==> src/rtl/rr_select_arbiter.sv <==
// rr_select_arbiter: four-requester round-robin arbiter that drives the
// A/B select pair of a downstream 2-to-4 decoder. It grants one requester
// at a time and releases on done, on a dropped request, or on a hold watchdog.
// There is always a one-cycle idle gap between grants, so the select
// never changes while grant_valid is high.
module rr_select_arbiter #(
  parameter int MAX_HOLD = 16
) (
  input  logic       clk,
  input  logic       rst_n,
  input  logic [3:0] req,
  input  logic       done,
  output logic       A,
  output logic       B,
  output logic       grant_valid,
  output logic       timeout
);

  localparam logic [0:0] IDLE = 1'b0;
  localparam logic [0:0] BUSY = 1'b1;
  localparam logic [7:0] HOLD_LAST = 8'(MAX_HOLD - 1);

  logic [0:0] state;
  logic [1:0] last;
  logic [1:0] sel;
  logic [7:0] hold_cnt;

  logic       pick_vld;
  logic [1:0] pick;
  logic       rel_done;
  logic       rel_drop;
  logic       rel_wd;

  // Round-robin search starting at last+1. The loop runs from the farthest
  // offset (4, i.e. last itself) down to the nearest, so the nearest hit wins.
  always_comb begin
    pick_vld = 1'b0;
    pick     = 2'd0;
    for (int i = 4; i >= 1; i--) begin
      if (req[last + 2'(i)]) begin
        pick_vld = 1'b1;
        pick     = last + 2'(i);
      end
    end
  end

  // Release causes while holding a grant
  always_comb begin
    rel_done = done;
    rel_drop = !req[last];
    rel_wd   = (hold_cnt == HOLD_LAST);
  end

  // Grant sequencing: IDLE picks a winner, BUSY holds it until a release
  always_ff @(posedge clk) begin
    if (!rst_n) begin
      state       <= IDLE;
      last        <= 2'd3;
      sel         <= 2'd0;
      hold_cnt    <= 8'd0;
      grant_valid <= 1'b0;
      timeout     <= 1'b0;
    end else begin
      timeout <= 1'b0;
      case (state)
        IDLE: begin
          grant_valid <= 1'b0;
          if (pick_vld) begin
            sel         <= pick;
            last        <= pick;
            hold_cnt    <= 8'd0;
            grant_valid <= 1'b1;
            state       <= BUSY;
          end
        end
        default: begin
          if (rel_done || rel_drop || rel_wd) begin
            grant_valid <= 1'b0;
            state       <= IDLE;
            // Flag the watchdog only when nothing else would have released
            timeout     <= rel_wd && !rel_done && !rel_drop;
          end else begin
            hold_cnt <= hold_cnt + 8'd1;
          end
        end
      endcase
    end
  end

  assign A = sel[1];
  assign B = sel[0];

endmodule

==> config.mk <==
export PLATFORM = sky130hd
export DESIGN_NAME = rr_select_arbiter
export DESIGN_NICKNAME = d
export VERILOG_FILES = /design/src/rtl/rr_select_arbiter.sv
export SDC_FILE = /design/constraint.sdc
export NUM_CORES = 1
export LEC_CHECK = 0
export ABC_AREA = 1
export BUFFER_PORTS_ARGS = -buffer_cell sky130_fd_sc_hd__buf_2
export CORE_MARGIN = 10
export CORE_UTILIZATION = 40
export CTS_CLUSTER_DIAMETER = 150
export DETAILED_ROUTE_END_ITERATION = 10
export GPL_ROUTABILITY_DRIVEN = 0
export PLACE_DENSITY = 0.61
export REMOVE_ABC_BUFFERS = 1
export SYNTH_ARGS = -nofsm -noshare
export SYNTH_HDL_FRONTEND = slang
export SYNTH_SLANG_ARGS = --single-unit
==> constraint.sdc <==
create_clock -name clk -period 2.1 [get_ports clk]
set_clock_uncertainty 0.15 [all_clocks]
set_input_delay 0.21 -clock clk [delete_from_list [all_inputs] [get_ports clk]]
set_output_delay 0.21 -clock clk [all_outputs]
set_load 0.02 [all_outputs]
# Yosys cells after proc, flatten, opt, wreduce, memory -nomap -nowiden
# Index checks and enable logic that the tools add are counted.
# op_classes
eq_ne	3
n_bitwise	1
n_mux	24
order_cmp	4
reduce_logical	10
addsub	4
# ops
operator	n
2-to-1 mux 8 bit	3
2-to-1 mux 1 bit	13
< comparator 2 x 3 -> 1 bit, second input constant	4
adder 8 x 1 -> 8 bit, second input constant	1
binary-select mux 1 bit (select 2 bit)	4
equality test 8 x 4 -> 1 bit, second input constant	1
2-to-1 mux 2 bit	4
adder 2 bit, second input constant	2
AND reduction 2 bit	2
AND reduction 3 bit	1
adder 2 x 1 -> 2 bit, second input constant	1
logical AND 1 bit	2
logical NOT 1 bit	2
logical OR 1 bit	2
inequality test 2 x 1 -> 1 bit, second input constant	1
inequality test 2 bit, second input constant	1
nonzero test 2 bit	1
inverter 1 bit	1
# word_totals
out_inout_bits	4
reg_bits	15
input_bits	7

# Logic depth before layout (Yosys ltp)
# logic_depth
word_depth	8
depth_mapped	11

# Least setup slack after synthesis
# No wires, ideal clock.
# synth_path
kind	reg2reg
startpoint	register hold_cnt[1]
endpoint	register hold_cnt[5]
setup_time_ns	0.121
arrival_ns	1.233
slack_ns	0.597
stages_incl_launch_ff	9
synth_period_minus_slack_ns	1.503
cell_sequence	dfxtp_1 -> ha_1 -> nand3_1 -> nor3_1 -> nand2_1 -> nand3_4 -> nand2_4 -> nand2_1 -> a21oi_1
# synth_via
elab_chain_len	4
word_cells_on_any_way	7
classes_between	add/sub (1); eq/ne (2); mux (2); reduce/logical (2)
# synth_rtl
element	line	source
start, declared	26	logic [7:0] hold_cnt;
start signal, assigned	83	hold_cnt <= hold_cnt + 8'd1;
branches (longest 4 deep; another with adder 8 x 1 -> 8 bit)	n/a	
# Several ways; the timed one is not identified. The select of a mux whose other input is x is not followed.
# A chain may end at the register's enable or synchronous reset.

# Worst setup path after layout
# layout_path
startpoint	register last[0]
endpoint	register last[1]
# layout_via
elab_chain_len	7
word_cells_on_any_way	20
classes_between	add/sub (3); mux (16); reduce/logical (1)
# layout_rtl
element	line	source
start, declared	24	logic [1:0] last;
start signal, assigned	70	last <= pick;
adder 2 bit / binary-select mux 1 bit (select 2 bit) (equally long branches)	40, 42	
binary-select mux 1 bit (select 2 bit) / 2-to-1 mux 1 bit (equally long branches)	40	if (req[last + 2'(i)]) begin
2-to-1 mux 1 bit (implied by the code)	40	
2-to-1 mux 1 bit (3 in a row)	40	
AND reduction 2 bit (no line)	n/a	
# Several ways; a longest one is shown, not always the timed one. The select of a mux whose other input is x is not followed.

==> impl_metrics.toml <==
[outcome]
status = "completed"

[grt]
grt_pass1_vias = 875
grtUsageTotal_pct = 8.92
gr-max-usage-layer = "met2"
use_met1_pct = 12.3
grt_max_degree = 16
grtUsageMet2_pct = 12.7
grt_overflow_total = 0
grt_pass1_wl_um = 3800
met3_usage_pct = 2.71
antenna_found_initial = 0

[routing]
wl_um = 2210
drcViolationCount = 0
viasPerCell = 4.88
wl_per_cell_um = 11.3
drt_iter0_drc = 41
num_vias = 952
drt_first_pass_iters = 4
ant_nets = 0

[placement]
place_inst = 191
dp_hpwl_um = 1730
port_buffers = 10

[logic_synthesis]
synth_xor_area_share_pct = 1.81
synth_fa_ha_area_share_pct = 1.29
synth_seq_area_share_pct = 31.0
synth-simple-area-share_pct = 46.5
synth-seq-cells = 15
yosysTopAreaCellShare_pct = 31.0
synth_compound_area_share_pct = 9.69
yosys-top-cells-area = "dfxtp_1 31%, nand2_1 21%, nand3_1 7.8%"
synthCells = 155
synth_top_family_by_area = "simple AND/OR/NAND/NOR gates"
synth.distinct_cells = 22
netlist_area_um2 = 968
synth.area.mux_share_pct = 0
syn_area_per_cell_um2 = 6.25
synth_area_leader_cell = "dfxtp_1"
yosysWarnings = 0

[finish]
nNetsFinal = 176
area_growth_pct = 9.30
diodes = 0
drive_above_1_share_pct = 13.2
layout_commonest_cell = "nand2_1"
fillerInstances = 265
final_cell_mix = "55 x nand2_1, 16 x inv_1, 15 x nand3_1, 15 x nor2_1, 15 x dfxtp_1"
instances_no_fill = 195

[worst_hold_path]
hold_path.class = "in -> reg"

[cts]
post_cts_resized = 0
ctsRootBufferMaster = "clkbuf_4"
worstSkewPairLatency_ns = 0.28
postCtsSetupRepairBufs = 0
ctsHtreeMaxLevel = 1
numCtsBuffers = 3
ctsHoldBuffers = 0
clk_path_buf_depth = 2
clk_pin_slew_ns = 0.09
cts_tree = "yes"
clock-sinks = 15

[sta]
rsz0062_at_grt = "false"
worst_pin_slew_ns = 0.450
min_period_ns = 1.80
clock.fmax_mhz = 556
max-slew-margin-rel_pct = 69.9
final-max-slew-violation-count = 0
setup_viol_count_final = 0
min_period_over_period_pct = 85.7
hold_viol_final = 0
fin_tns_setup_ns = 0
whs_ns = 0.0463

[floorplanning]
die_h_um = 69.2
die_area_um2 = 4790
core_um2 = 2250
start_util_pct = 43.0
die_width_um = 69.2
placementRows = 17
pin_count = 11

[setup_path]
crit_slowest_cell = "dfxtp_1"
critPathMaxFanout = 15
startpoint_type = "flop"
crit_path_cell_trace = "inv_2 -> nand2_1 -> nand2_1 -> nor2_1 -> nand2_2 -> nand2_4 -> inv_2 -> nand2_1 -> o211ai_1"
cpPeakStageDelay_ns = 0.61
path_delay_family = "simple AND/OR/NAND/NOR gates"
crit_type = "reg -> reg"
cp_data_arrival_time_ns = 1.81
crit_buf_inv = 2
cp-end-kind = "flop"
crit_required_ns = 2.11
path_common_cell = "nand2_1"

[pwr]
leakage_nw = 0.513
peakVddDrop_uv = 765
power-per-cell-area_nw_per_um2 = 1150

[flow_run]
maxCapViolations = 0
[cell usage after synthesis, drive strengths merged]
cell    instances
a21oi          10
buf             2
clkinv          1
dfxtp          15
ha              1
inv            18
nand2          59
nand3          16
nand4           4
nor2           15
nor3            4
nor3b           2
o211ai          1
o21ai           5
xnor2           1
xor2            1
[cell type report]
cell class	instances	area, um^2	share of cell area (%)
clock inverters	1	5.00	0.473
inverters	19	71.3	6.74
clock buffers	3	22.5	2.13
well taps	28	35.0	3.31
multi-input cells	119	574	54.3
flip-flops and latches	15	300	28.4
repair buffers	10	50.0	4.73
[registers in the layout, indices dropped and copies added (netlist names)]
register     count
grant_valid      1
last             2
state            1
hold_cnt         8
timeout          1
sel              2
[kinds of logic (layout without fill, tap and decap cells)]
logic type               count (synthesis)  after routing
AND/OR/NAND/NOR                        100            100
XOR/XNOR                                 2              2
AO/OA/AOI/OAI                           16             16
adder cells (fa/ha/maj)                  1              1
buffers and inverters                   21             33
flip-flops                              15             15
[per-layer routing]
layer  part of all wire (%)  wire (um)
met3                    4.0         88
met1                     54       1200
met5                      0          0
met4                   0.41          9
met2                     41        915
[report_power, final]
| part | switching, W | internal, W | total, W |
|---|---|---|---|
| logic | 0.000445 | 0.000211 | 0.000656 |
| clock network | 0.0000969 | 0.0000706 | 0.000168 |
| registers | 0.0000647 | 0.000334 | 0.000399 |
| total | 0.000606 | 0.000616 | 0.00122 |
[final timing paths]
kind / start / to / slack, ns / depth (start not counted)
setup reg to reg: last[0] / last[1] / 0.30 / 9
hold reg to reg: sel[0] / sel[0] / 0.33 / 2
hold / removal: rst_n / last[1] / 0.05 / 2
setup / recovery: last[0] / last[1] / 0.30 / 9
[through the flow]
stage | worst slack, ns | instance area [um^2] | util, % | total power (W)
2_1_floorplan | 0.556 | 946 | - | 0.000910
3_3_place_gp | 0.345 | 1030 | 45.7 | 0.00105
3_5_place_dp | 0.302 | 1030 | 45.7 | 0.00106
4_1_cts | 0.284 | 1060 | 46.9 | 0.00123
5_1_grt | 0.0974 | 1060 | 46.9 | 0.00134
6_report | 0.301 | 1060 | 46.9 | 0.00122
Note: power is estimated with default switching activity, not from simulation.
